$ cat src/rtl/key_event_filter.sv
// key_event_filter
// Converts a held USB HID keycode level into single-cycle press events with
// frame-paced auto-repeat, and decodes the W/A/S/D/ENTER navigation keys.
// Event output semantics: evt_valid is a one-cycle pulse with no back-pressure.
// evt_code, evt_repeat and the decoded pulses are meaningful only while
// evt_valid=1. They are held at 0 otherwise.
module key_event_filter #(
  parameter logic [7:0] KEY_UP       = 8'h1A,
  parameter logic [7:0] KEY_LEFT     = 8'h04,
  parameter logic [7:0] KEY_DOWN     = 8'h16,
  parameter logic [7:0] KEY_RIGHT    = 8'h07,
  parameter logic [7:0] KEY_ENTER    = 8'h28,
  parameter logic [7:0] REPEAT_DELAY = 8'd20,
  parameter logic [7:0] REPEAT_RATE  = 8'd6,
  parameter logic       REPEAT_EN    = 1'b1
) (
  input  logic       Clk,
  input  logic       Reset,
  input  logic [7:0] keycode,
  input  logic       frame_clk,
  output logic       evt_valid,
  output logic [7:0] evt_code,
  output logic       evt_repeat,
  output logic       evt_up,
  output logic       evt_left,
  output logic       evt_down,
  output logic       evt_right,
  output logic       evt_enter,
  output logic       key_held
);

  typedef enum logic [1:0] {
    IDLE        = 2'd0,
    HELD_DELAY  = 2'd1,
    HELD_REPEAT = 2'd2
  } state_t;

  state_t     state;
  state_t     state_d;
  logic [7:0] kc_q;
  logic [7:0] last_code;
  logic [7:0] last_d;
  logic [7:0] cnt;
  logic [7:0] cnt_d;
  logic [7:0] cnt_inc;
  logic [7:0] thresh;
  logic       s1, s2, s3;
  logic       tick;
  logic       fire;
  logic       fire_repeat;
  logic [7:0] fire_code;

  // Register the keycode and bring frame_clk into the Clk domain.
  always_ff @(posedge Clk) begin
    if (Reset) begin
      kc_q <= 8'h00;
      s1   <= 1'b0;
      s2   <= 1'b0;
      s3   <= 1'b0;
    end else begin
      kc_q <= keycode;
      s1   <= frame_clk;
      s2   <= s1;
      s3   <= s2;
    end
  end

  // One Clk-wide pulse per frame_clk rising edge.
  assign tick    = s2 & ~s3;
  assign cnt_inc = cnt + 8'd1;
  // The first repeat waits REPEAT_DELAY ticks. Later repeats wait REPEAT_RATE ticks.
  assign thresh  = (state == HELD_REPEAT) ? REPEAT_RATE : REPEAT_DELAY;

  // Next-state and event decision. Priority is release, then new press, then repeat.
  always_comb begin
    state_d     = state;
    cnt_d       = cnt;
    last_d      = last_code;
    fire        = 1'b0;
    fire_repeat = 1'b0;
    fire_code   = kc_q;
    case (state)
      IDLE: begin
        if (kc_q != 8'h00) begin
          fire    = 1'b1;
          last_d  = kc_q;
          cnt_d   = 8'd0;
          state_d = HELD_DELAY;
        end
      end
      default: begin
        if (kc_q == 8'h00) begin
          state_d = IDLE;
        end else if (kc_q != last_code) begin
          fire    = 1'b1;
          last_d  = kc_q;
          cnt_d   = 8'd0;
          state_d = HELD_DELAY;
        end else if (tick && REPEAT_EN) begin
          // cnt restarts at the threshold, so it never wraps.
          if (cnt_inc == thresh) begin
            fire        = 1'b1;
            fire_repeat = 1'b1;
            fire_code   = last_code;
            cnt_d       = 8'd0;
            state_d     = HELD_REPEAT;
          end else begin
            cnt_d = cnt_inc;
          end
        end
      end
    endcase
  end

  // State registers and registered event and decode outputs.
  always_ff @(posedge Clk) begin
    if (Reset) begin
      state      <= IDLE;
      last_code  <= 8'h00;
      cnt        <= 8'd0;
      evt_valid  <= 1'b0;
      evt_code   <= 8'h00;
      evt_repeat <= 1'b0;
      evt_up     <= 1'b0;
      evt_left   <= 1'b0;
      evt_down   <= 1'b0;
      evt_right  <= 1'b0;
      evt_enter  <= 1'b0;
      key_held   <= 1'b0;
    end else begin
      state      <= state_d;
      last_code  <= last_d;
      cnt        <= cnt_d;
      evt_valid  <= fire;
      evt_code   <= fire ? fire_code : 8'h00;
      evt_repeat <= fire_repeat;
      evt_up     <= fire && (fire_code == KEY_UP);
      evt_left   <= fire && (fire_code == KEY_LEFT);
      evt_down   <= fire && (fire_code == KEY_DOWN);
      evt_right  <= fire && (fire_code == KEY_RIGHT);
      evt_enter  <= fire && (fire_code == KEY_ENTER);
      key_held   <= (state_d != IDLE);
    end
  end

endmodule

$ cat config.mk
export PLATFORM = sky130hd
export DESIGN_NAME = key_event_filter
export DESIGN_NICKNAME = d
export VERILOG_FILES = /design/src/rtl/key_event_filter.sv
export SDC_FILE = /design/constraint.sdc
export NUM_CORES = 1
export LEC_CHECK = 0
export BUFFER_PORTS_ARGS = -buffer_cell sky130_fd_sc_hd__buf_2
export CAP_MARGIN = 20
export CORE_ASPECT_RATIO = 0.8
export CORE_UTILIZATION = 50
export CTS_CLUSTER_DIAMETER = 50
export CTS_CLUSTER_SIZE = 14
export DETAILED_ROUTE_END_ITERATION = 7
export GPL_TIMING_DRIVEN = 0
export PLACE_DENSITY = 0.81
export SYNTH_ARGS = -nofsm -noshare
export SYNTH_HDL_FRONTEND = slang
export SYNTH_SLANG_ARGS = --single-unit
$ cat constraint.sdc
create_clock -name Clk -period 2.16 [get_ports Clk]
set_clock_uncertainty 0.05 [all_clocks]
set_input_delay 0 -clock Clk [delete_from_list [all_inputs] [get_ports Clk]]
set_output_delay 0 -clock Clk [all_outputs]
set_load 0.02 [all_outputs]
==> results_dict.tcl, run 1 <==
set metrics [dict create \
    status "finished clean" \
    syn_inst 199 \
    r2r_slack_ns 0.09 \
    total_power_mw 1.54 \
    fin_crit_sh 0.961 \
    synth_cell_types 41 \
    cts_buffers 5 \
    required_ns 2.36 \
    cts_buffer_depth 2 \
    pin_count 27 \
    drtPass1Iterations 4 \
    routed-via-count 1580 \
    seq_area_frac_synth 0.484 \
    syn_to_final_growth_pct 25.9 \
    async_reset_ff_frac 0 \
    slew-limit-headroom 0.674 \
    crit_family "simple AND/OR/NAND/NOR gates" \
    place_ws_ns -0.372 \
    num_rows 19 \
    drc 0 \
    rr_startpoint "cnt[0]$_SDFFE_PP0P_" \
    grt_max_degree 14 \
    numClockSinks 45 \
    vias_per_cell 5.43 \
    start_util 0.533 \
    max-cap-violations 0 \
    diodes 0 \
    critical_path.max_stage_delay_ns 0.44 \
    hold_start "Reset" \
    min_to "evt_down$_SDFF_PP0_" \
    peakVddDrop_v 0.000696 \
    end_kind "register" \
    hold_path.class "primary input to register" \
    crit_chain "buf_4 > and3b_1 > nor4b_4 > o21ai_2 > o41ai_4 > and3b_1 > and4_1" \
    hold_depth 3 \
    syn_area_per_cell_um2 9.36 \
    synthesis.nets 211 \
    drive_above_1_share 0.233 \
    p_per_area_mw_per_mm2 655 \
    die_y_um 56.6 \
    multi_input_area_um2 991 \
    globalplace.congestion 0.866 \
    final-setup-viol-count 0 \
    synth.cell_area_mm2 0.00186 \
    clkLatencyLatePin_ns 0.30 \
    clkSlewWorstSetupHoldPaths_ns 0.08 \
    fin_ws_ns 0.0853 \
    finalHoldViolCount 0 \
    die_x_um 70.2 \
    critPathKind "register to register" \
    ys.flop_type "dfxtp_1" \
    antenna_found_initial 0 \
    wl_per_cell_um 14.4 \
    drt-initial-drc-count 174 \
    leakage_nw 1.01 \
    worst_pin_slew_ns 0.488 \
    synth-edff-count 0 \
    slowest_stage "o41ai_4" \
    fin_crit_ns 2.07 \
    cts_tree "yes" \
    nets 260 \
    synth-seq-cells 45 \
    reg2reg_to "evt_enter$_SDFF_PP0_" \
    cts_root_buf "clkbuf_8" \
    start_kind "register" \
    yosysTopAreaCell "dfxtp_1" \
    cp_max_fo 8 \
    r2r_cells 7 \
    antenna_left 0 \
    slew_viol_final 0 \
    grt_pass1_wl_um 6820 \
    seqCellArea_um2 912 \
    synth.top_cell.area_share 0.484 \
    dp_hpwl_um 2690 \
    crit_start "cnt[0]$_SDFFE_PP0P_" \
    htreeDepth 2 \
    nFillCells 278 \
    wl_um 4180 \
    cp_common_cell "and3b_1" \
    die_area_mm2 0.00398 \
    yosys_warnings 0 \
    grt_pass1_vias 1424 \
    core_mm2 0.00349 \
    fmax_mhz 482 \
    synth_area_leaders "dfxtp_1 (48%), nor2b_1 (5.0%), xor2_1 (4.2%)" \
    grt-ovfl-total 0 \
    port_buffers 26 \
    grt_use_total 0.228 \
    path_buf_inv 1 \
    critPathArrivalTime_ns 2.28 \
]
layer usage:
metal	global-route usage	wire, µm
met4	0.0771	56
met1	0.304	1910
met3	0.0826	309
met2	0.341	1900
met5	0	0
area by class of cell:
type	instances	area share
Multi-Input combinational cell	145	0.422
Buffer	5	0.00800
Clock buffer	7	0.0325
Sequential cell	45	0.389
Inverter	4	0.00640
Clock inverter	1	0.00320
Timing Repair Buffer	42	0.116
Tap cell	42	0.0224
kinds of logic after synthesis:
group                      after synthesis  share of synthesized area
DFF                                     45                      0.484
muxes                                    1                    0.00537
buffers and inverters                    9                     0.0181
adders and majority gates                1                    0.00671
AOI/OAI and AO/OA                       28                      0.109
xor gates and xnor gates                12                     0.0638
and+or+nand+nor                        103                      0.314
sequential cells by signal, summed over array words and instances (netlist names), 2 cells and up:
name       count
last_code      8
kc_q           8
state          2
evt_code       8
cnt            8
repair_timing:
action / 4_1_cts / 5_1_grt
buffers inserted: 6 / 1
endpoints found under the hold margin: 9 / 0
hold buffers: 9 / 0
resized for setup: 10 / 11
pin swaps: 4 / 3
endpoints found under the setup margin: 18 / 15
per-stage QoR:
stage | hold slack, ns | util | TNS, ns | area [µm²] | std cells
after detailed placement | 0.163 | 0.585 | -2.95 | 2050 | 267
after floorplan | 0.0782 | - | 0 | 1860 | 199
after CTS | 0.0565 | 0.659 | 0 | 2300 | 290
after global routing | 0.0720 | 0.671 | -0.178 | 2350 | 291
after global placement | 0.158 | 0.585 | -1.20 | 2050 | 267
final | 0.0667 | 0.671 | 0 | 2350 | 291
Yosys cell counts, types with 2 or more instances:
library cell	number
a21oi_1	9
a22oi_1	3
a31oi_1	2
and2b_1	2
and3_1	5
and3b_1	6
and4_1	3
clkbuf_1	5
dfxtp_1	45
inv_1	4
nand2_1	17
nand2b_1	2
nand3_1	9
nand4_1	4
nand4b_1	2
nor2_1	19
nor2b_1	15
nor3_1	8
nor4_1	5
o21ai_0	4
xnor2_1	2
xor2_1	9
power breakdown:
group / total [mW] / switching [mW] / internal (mW)
registers: 0.882 / 0.0259 / 0.856
logic: 0.149 / 0.0820 / 0.0670
clock network: 0.505 / 0.276 / 0.229
total: 1.54 / 0.384 / 1.15
worst max-delay path by stage:
stage                           end  slack (ns)  depth (start not counted)
2_1_floorplan  evt_enter$_SDFF_PP0_        0.07                          7
3_3_place_gp    evt_down$_SDFF_PP0_       -0.24                          7
3_5_place_dp    evt_down$_SDFF_PP0_       -0.37                          7
4_1_cts        evt_enter$_SDFF_PP0_      0.0001                          7
5_1_grt        evt_enter$_SDFF_PP0_       -0.06                          7
6_report       evt_enter$_SDFF_PP0_        0.09                          7
layout by cell type (no fill, tap or decap), drive strengths merged, types with 2 or more instances in the layout:
cell type and n:
nand2b 2, nand3 9, a22oi 3, xor2 9, a21oi 9, a31oi 2, xnor2 2, nand2 17
and2b 2, buf 33, nand4 4, nor2 19, nor3 8, and3b 6, and3 5, dfxtp 45
nand4b 2, dlygate4sd3 9, o21ai 5, nor2b 15, clkbuf 12, nor4 5, inv 4, and4 3
worst register-to-register path, delay by kind of cell, from the launching register on:
family	cells	cell delay [ns]
and+or+nand+nor	4	0.90
buffers and inverters	1	0.16
AOI/OAI and AO/OA	2	0.56
DFF	1	0.36
No activity file was read; power rests on OpenSTA's default activity.
==> run 2, diff against run 1 <==
--- a/config.mk
+++ b/config.mk
@@ -5,7 +5,7 @@
 export SDC_FILE = /design/constraint.sdc
 export NUM_CORES = 1
 export LEC_CHECK = 0
-export BUFFER_PORTS_ARGS = -buffer_cell sky130_fd_sc_hd__buf_2
+export BUFFER_PORTS_ARGS = -buffer_cell sky130_fd_sc_hd__buf_4
 export CAP_MARGIN = 20
 export CORE_ASPECT_RATIO = 0.8
 export CORE_UTILIZATION = 50
==> results_dict.tcl, run 2 (synthesis results as in run 1) <==
set metrics [dict create \
    status "finished clean" \
    pin_count 27 \
    grt_pass1_wl_um 6240 \
    drive_above_1_share 0.223 \
    fmax_mhz 481 \
    routed-via-count 1603 \
    fin_crit_ns 2.08 \
    die_area_mm2 0.00398 \
    critPathArrivalTime_ns 2.26 \
    final_cells 289 \
    slowest_stage "xnor3_2" \
    die_x_um 70.2 \
    core_mm2 0.00349 \
    end_kind "register" \
    port_buffers 26 \
    cts_tree "yes" \
    cts_buffers 5 \
    drt-initial-drc-count 88 \
    drtPass1Iterations 4 \
    grt_pass1_vias 1351 \
    cp_common_cell "buf_4" \
    critical_path.max_stage_delay_ns 0.44 \
    slew_viol_final 0 \
    grt_max_degree 15 \
    num_rows 19 \
    tns_ns 0 \
    multi_input_area_um2 995 \
    final_cell_mix "dfxtp_1 (42), buf_4 (31), nor2_1 (19)" \
    cp_max_fo 4 \
    start_kind "register" \
    fin_crit_sh 0.962 \
    diodes 0 \
    leakage_nw 1.01 \
    vias_per_cell 5.55 \
    p_per_area_mw_per_mm2 647 \
    critPathKind "register to register" \
    seqCellArea_um2 910 \
    final-setup-viol-count 0 \
    wl_per_cell_um 14.2 \
    numClockSinks 45 \
    nets 258 \
    max-cap-violations 0 \
    htreeDepth 2 \
    wl_um 4100 \
    required_ns 2.34 \
    hold_path.class "primary input to register" \
    dpl_cell_area_mm2 0.00211 \
    clkLatencyLatePin_ns 0.30 \
    nFillCells 268 \
    grt-ovfl-total 0 \
    dp_cells 267 \
    drc 0 \
    antenna_found_initial 0 \
    die_y_um 56.6 \
    clkSlewWorstSetupHoldPaths_ns 0.08 \
    final_common_cell "dfxtp_1" \
    slew-limit-headroom 0.661 \
    cts_buffer_depth 2 \
    globalplace.congestion 0.883 \
    antenna_left 0 \
    worst_pin_slew_ns 0.508 \
    cts_root_buf "clkbuf_8" \
    start_util 0.533 \
    final_area_mm2 0.00240 \
    dp_hpwl_um 2830 \
    crit_chain "nor2b_1 > xnor3_2 > buf_4 > buf_4 > a41oi_4 > nand4_1 > a31oi_1" \
    peakVddDrop_v 0.000511 \
    syn_to_final_growth_pct 28.9 \
    grt_use_total 0.204 \
    finalHoldViolCount 0 \
]
## run 2: cell types whose count changed in the layout (fill, tap and decap cells not counted), moves of 2 or more
cell	delta
buf_4	+24
buf_2	-26
dfxtp_1	+2
dfxtp_2	-2
## run 2: routing by layer
metal,part of all wire,wire length [µm],vias up,global-route usage
met5,0,0,-,0
li1,-,-,794,-
met3,0.066,270,6,0.0521
met4,0.017,68,0,0.0971
met1,0.47,1940,748,0.288
met2,0.44,1820,55,0.290
## run 2: critical path: cells and delay by family, from the launching register on
family	cells	cell delay, ns
AND/OR/NAND/NOR	2	0.44
XOR/XNOR	1	0.44
AO/OA/AOI/OAI	2	0.42
flip-flops	1	0.38
buffers and inverters	2	0.29
## run 2: repair_timing
item	CTS	global route
cloned	0	0
pin swaps	2	3
resized for setup	8	11
buffers inserted	1	4
hold buffers	9	0
endpoints found under the setup margin	19	30
hold endpoints to repair	9	0
## run 2: stage by stage
stage	setup WS (ns)	utilization	hold slack [ns]	total power [mW]
2_1_floorplan	0.0699	-	0.0782	0.987
3_3_place_gp	-0.291	0.604	0.161	1.04
3_5_place_dp	-0.327	0.604	0.168	1.04
4_1_cts	0.00294	0.667	0.0188	1.55
5_1_grt	-0.0159	0.687	0.0480	1.61
6_report	0.0827	0.687	0.0363	1.55
## run 2: area by class of cell
| type | instances | area share |
|---|---|---|
| clock inverters | 2 | 0.00625 |
| plain buffers | 5 | 0.00782 |
| well taps | 42 | 0.0219 |
| repair buffers | 40 | 0.134 |
| clock buffers | 6 | 0.0302 |
| flip-flops and latches | 45 | 0.379 |
| multi-input cells | 145 | 0.414 |
| inverters | 4 | 0.00625 |
## run 2: worst paths after layout
check	slack, ns	startpoint	endpoint	cells after the start
max reg2reg	0.08	state[1]$_SDFF_PP0_	cnt[4]$_SDFFE_PP0P_	7
max	0.08	state[1]$_SDFF_PP0_	cnt[4]$_SDFFE_PP0P_	7
min	0.04	Reset	evt_code[3]$_SDFF_PP0_	2
min reg2reg	0.40	s1$_SDFF_PP0_	s2$_SDFF_PP0_	1
## run 2: power by group
| group | total (mW) | internal, mW | switching (mW) |
|---|---|---|---|
| combinational | 0.160 | 0.0767 | 0.0828 |
| clock | 0.510 | 0.228 | 0.282 |
| sequential | 0.884 | 0.856 | 0.0277 |
| total | 1.55 | 1.16 | 0.393 |
==> run 3, diff against run 2 <==
--- a/config.mk
+++ b/config.mk
@@ -8,12 +8,12 @@
 export BUFFER_PORTS_ARGS = -buffer_cell sky130_fd_sc_hd__buf_4
 export CAP_MARGIN = 20
 export CORE_ASPECT_RATIO = 0.8
-export CORE_UTILIZATION = 50
+export CORE_UTILIZATION = 55
 export CTS_CLUSTER_DIAMETER = 50
 export CTS_CLUSTER_SIZE = 14
 export DETAILED_ROUTE_END_ITERATION = 7
 export GPL_TIMING_DRIVEN = 0
-export PLACE_DENSITY = 0.81
+export PLACE_DENSITY = 0.84
 export SYNTH_ARGS = -nofsm -noshare
 export SYNTH_HDL_FRONTEND = slang
 export SYNTH_SLANG_ARGS = --single-unit
==> constraint.sdc (replaced) <==
create_clock -name Clk -period 2.2 [get_ports Clk]
set_clock_uncertainty 0.05 [all_clocks]
set_input_delay 0 -clock Clk [delete_from_list [all_inputs] [get_ports Clk]]
set_output_delay 0 -clock Clk [all_outputs]
set_load 0.02 [all_outputs]
==> results_dict.tcl, run 3 (synthesis results as in run 1) <==
set metrics [dict create \
    htreeDepth 2 \
    numClockSinks 45 \
    cts_tree "yes" \
    start_kind "register" \
    clkLatencyLatePin_ns 0.30 \
    fin_crit_sh 0.976 \
    grt_pass1_wl_um 6350 \
    wl_um 4080 \
    grt_max_degree 15 \
    drt-initial-drc-count 132 \
    port_buffers 26 \
    tns_ns 0 \
    peakVddDrop_v 0.000596 \
    nets 258 \
    vias_per_cell 5.51 \
    die_area_mm2 0.00363 \
    cts_root_buf "clkbuf_8" \
    critical_path.max_stage_delay_ns 0.48 \
    clockPowerShare 0.389 \
    cp_max_fo 10 \
    drc 0 \
    nFillCells 222 \
    wl_per_cell_um 14.2 \
    slew_viol_final 0 \
    antenna_found_initial 0 \
    power.share.switching 0.232 \
    hold_path.class "primary input to register" \
    internal_power_mw 1.29 \
    pwr-share-comb 0.093 \
    globalplace.congestion 0.833 \
    fin_ws_ns 0.0518 \
    die_x_um 67.1 \
    critPathArrivalTime_ns 2.28 \
    place_ws_ns -0.290 \
    final_common_cell "dfxtp_1" \
    final_cell_mix "dfxtp_1 (43), buf_4 (31), nor2_1 (19)" \
    hold_ws_ns 0.0563 \
    diodes 0 \
    syn_to_final_growth_pct 29.1 \
    end_kind "register" \
    status "finished clean" \
    slowest_stage "dfxtp_1" \
    grt-ovfl-total 0 \
    cts_buffer_depth 2 \
    start_util 0.591 \
    drtPass1Iterations 4 \
    p_per_area_mw_per_mm2 696 \
    pin_count 27 \
    antenna_left 0 \
    fin_crit_ns 2.15 \
    drive_above_1_share 0.211 \
    final-setup-viol-count 0 \
    slew-limit-headroom 0.676 \
    worst_pin_slew_ns 0.487 \
    required_ns 2.33 \
    routed-via-count 1582 \
    max-cap-violations 0 \
    grt_pass1_vias 1382 \
    num_rows 18 \
    finalHoldViolCount 0 \
    seqPwrFrac 0.518 \
    leakage_nw 1.02 \
    die_y_um 54.1 \
    fmax_mhz 466 \
    grt_use_total 0.244 \
    critPathKind "register to register" \
    cp_common_cell "nor4_1" \
    dp_hpwl_um 2680 \
    cts_buffers 5 \
    core_mm2 0.00315 \
    clkSlewWorstSetupHoldPaths_ns 0.08 \
    crit_chain "xor2_1 > nor4_1 > nand4_1 > buf_4 > clkbuf_1 > nor4_1" \
    p_switching_uw 389 \
]
[run 3: worst max-delay path: cells and delay by family (launching register included)]
family        cells  cell delay (ns)
simple gates      3             0.90
flops             1             0.48
xor+xnor          1             0.15
buf+inv           2             0.46
[run 3: routing by layer]
layer	share of wire	wire length, µm	GRT usage	vias to the layer above
li1	-	-	-	791
met1	0.47	1910	0.333	727
met2	0.45	1830	0.357	52
met3	0.060	243	0.0657	12
met4	0.023	95	0.113	0
met5	0	0	0	-
[run 3: area by class of cell]
type	instances	area, µm²	area share
plain buffers	5	18.8	0.00780
clock buffers	6	82.6	0.0343
clock inverters	2	37.5	0.0156
inverters	4	15.0	0.00624
multi-input cells	145	972	0.404
flip-flops and latches	45	906	0.377
well taps	40	50.0	0.0208
repair buffers	40	323	0.134
[run 3: metrics by stage]
stage | std cells | area, µm² | util | power (mW)
after floorplan | 199 | 1860 | - | 0.969
after global placement | 265 | 2110 | 0.669 | 1.02
after detailed placement | 265 | 2110 | 0.669 | 1.02
after CTS | 283 | 2340 | 0.741 | 1.67
after global routing | 287 | 2400 | 0.763 | 1.74
final | 287 | 2400 | 0.763 | 1.67
[run 3: power groups by stage]
stage	combinational [mW]	sequential (mW)	clock (mW)
2_1_floorplan	0.0770	0.892	0
3_3_place_gp	0.133	0.885	0
3_5_place_dp	0.136	0.886	0
4_1_cts	0.150	0.867	0.651
5_1_grt	0.171	0.871	0.695
6_report	0.156	0.867	0.651
[run 3: what timing repair did]
action / in CTS / in global routing
endpoints found under the setup margin: 15 / 24
gates resized for setup: 4 / 9
pin swaps: 1 / 6
hold buffers: 9 / 0
buffers inserted: 1 / 4
endpoints found under the hold margin: 9 / 0
[run 3: final timing paths]
kind                            to  slack, ns  cells past startpoint          startpoint
max          evt_repeat$_SDFF_PP0_       0.05                      6  kc_q[6]$_SDFF_PP0_
min            state[0]$_SDFF_PP0_       0.06                      3               Reset
max reg2reg  evt_repeat$_SDFF_PP0_       0.05                      6  kc_q[6]$_SDFF_PP0_
min reg2reg          s2$_SDFF_PP0_       0.41                      1       s1$_SDFF_PP0_
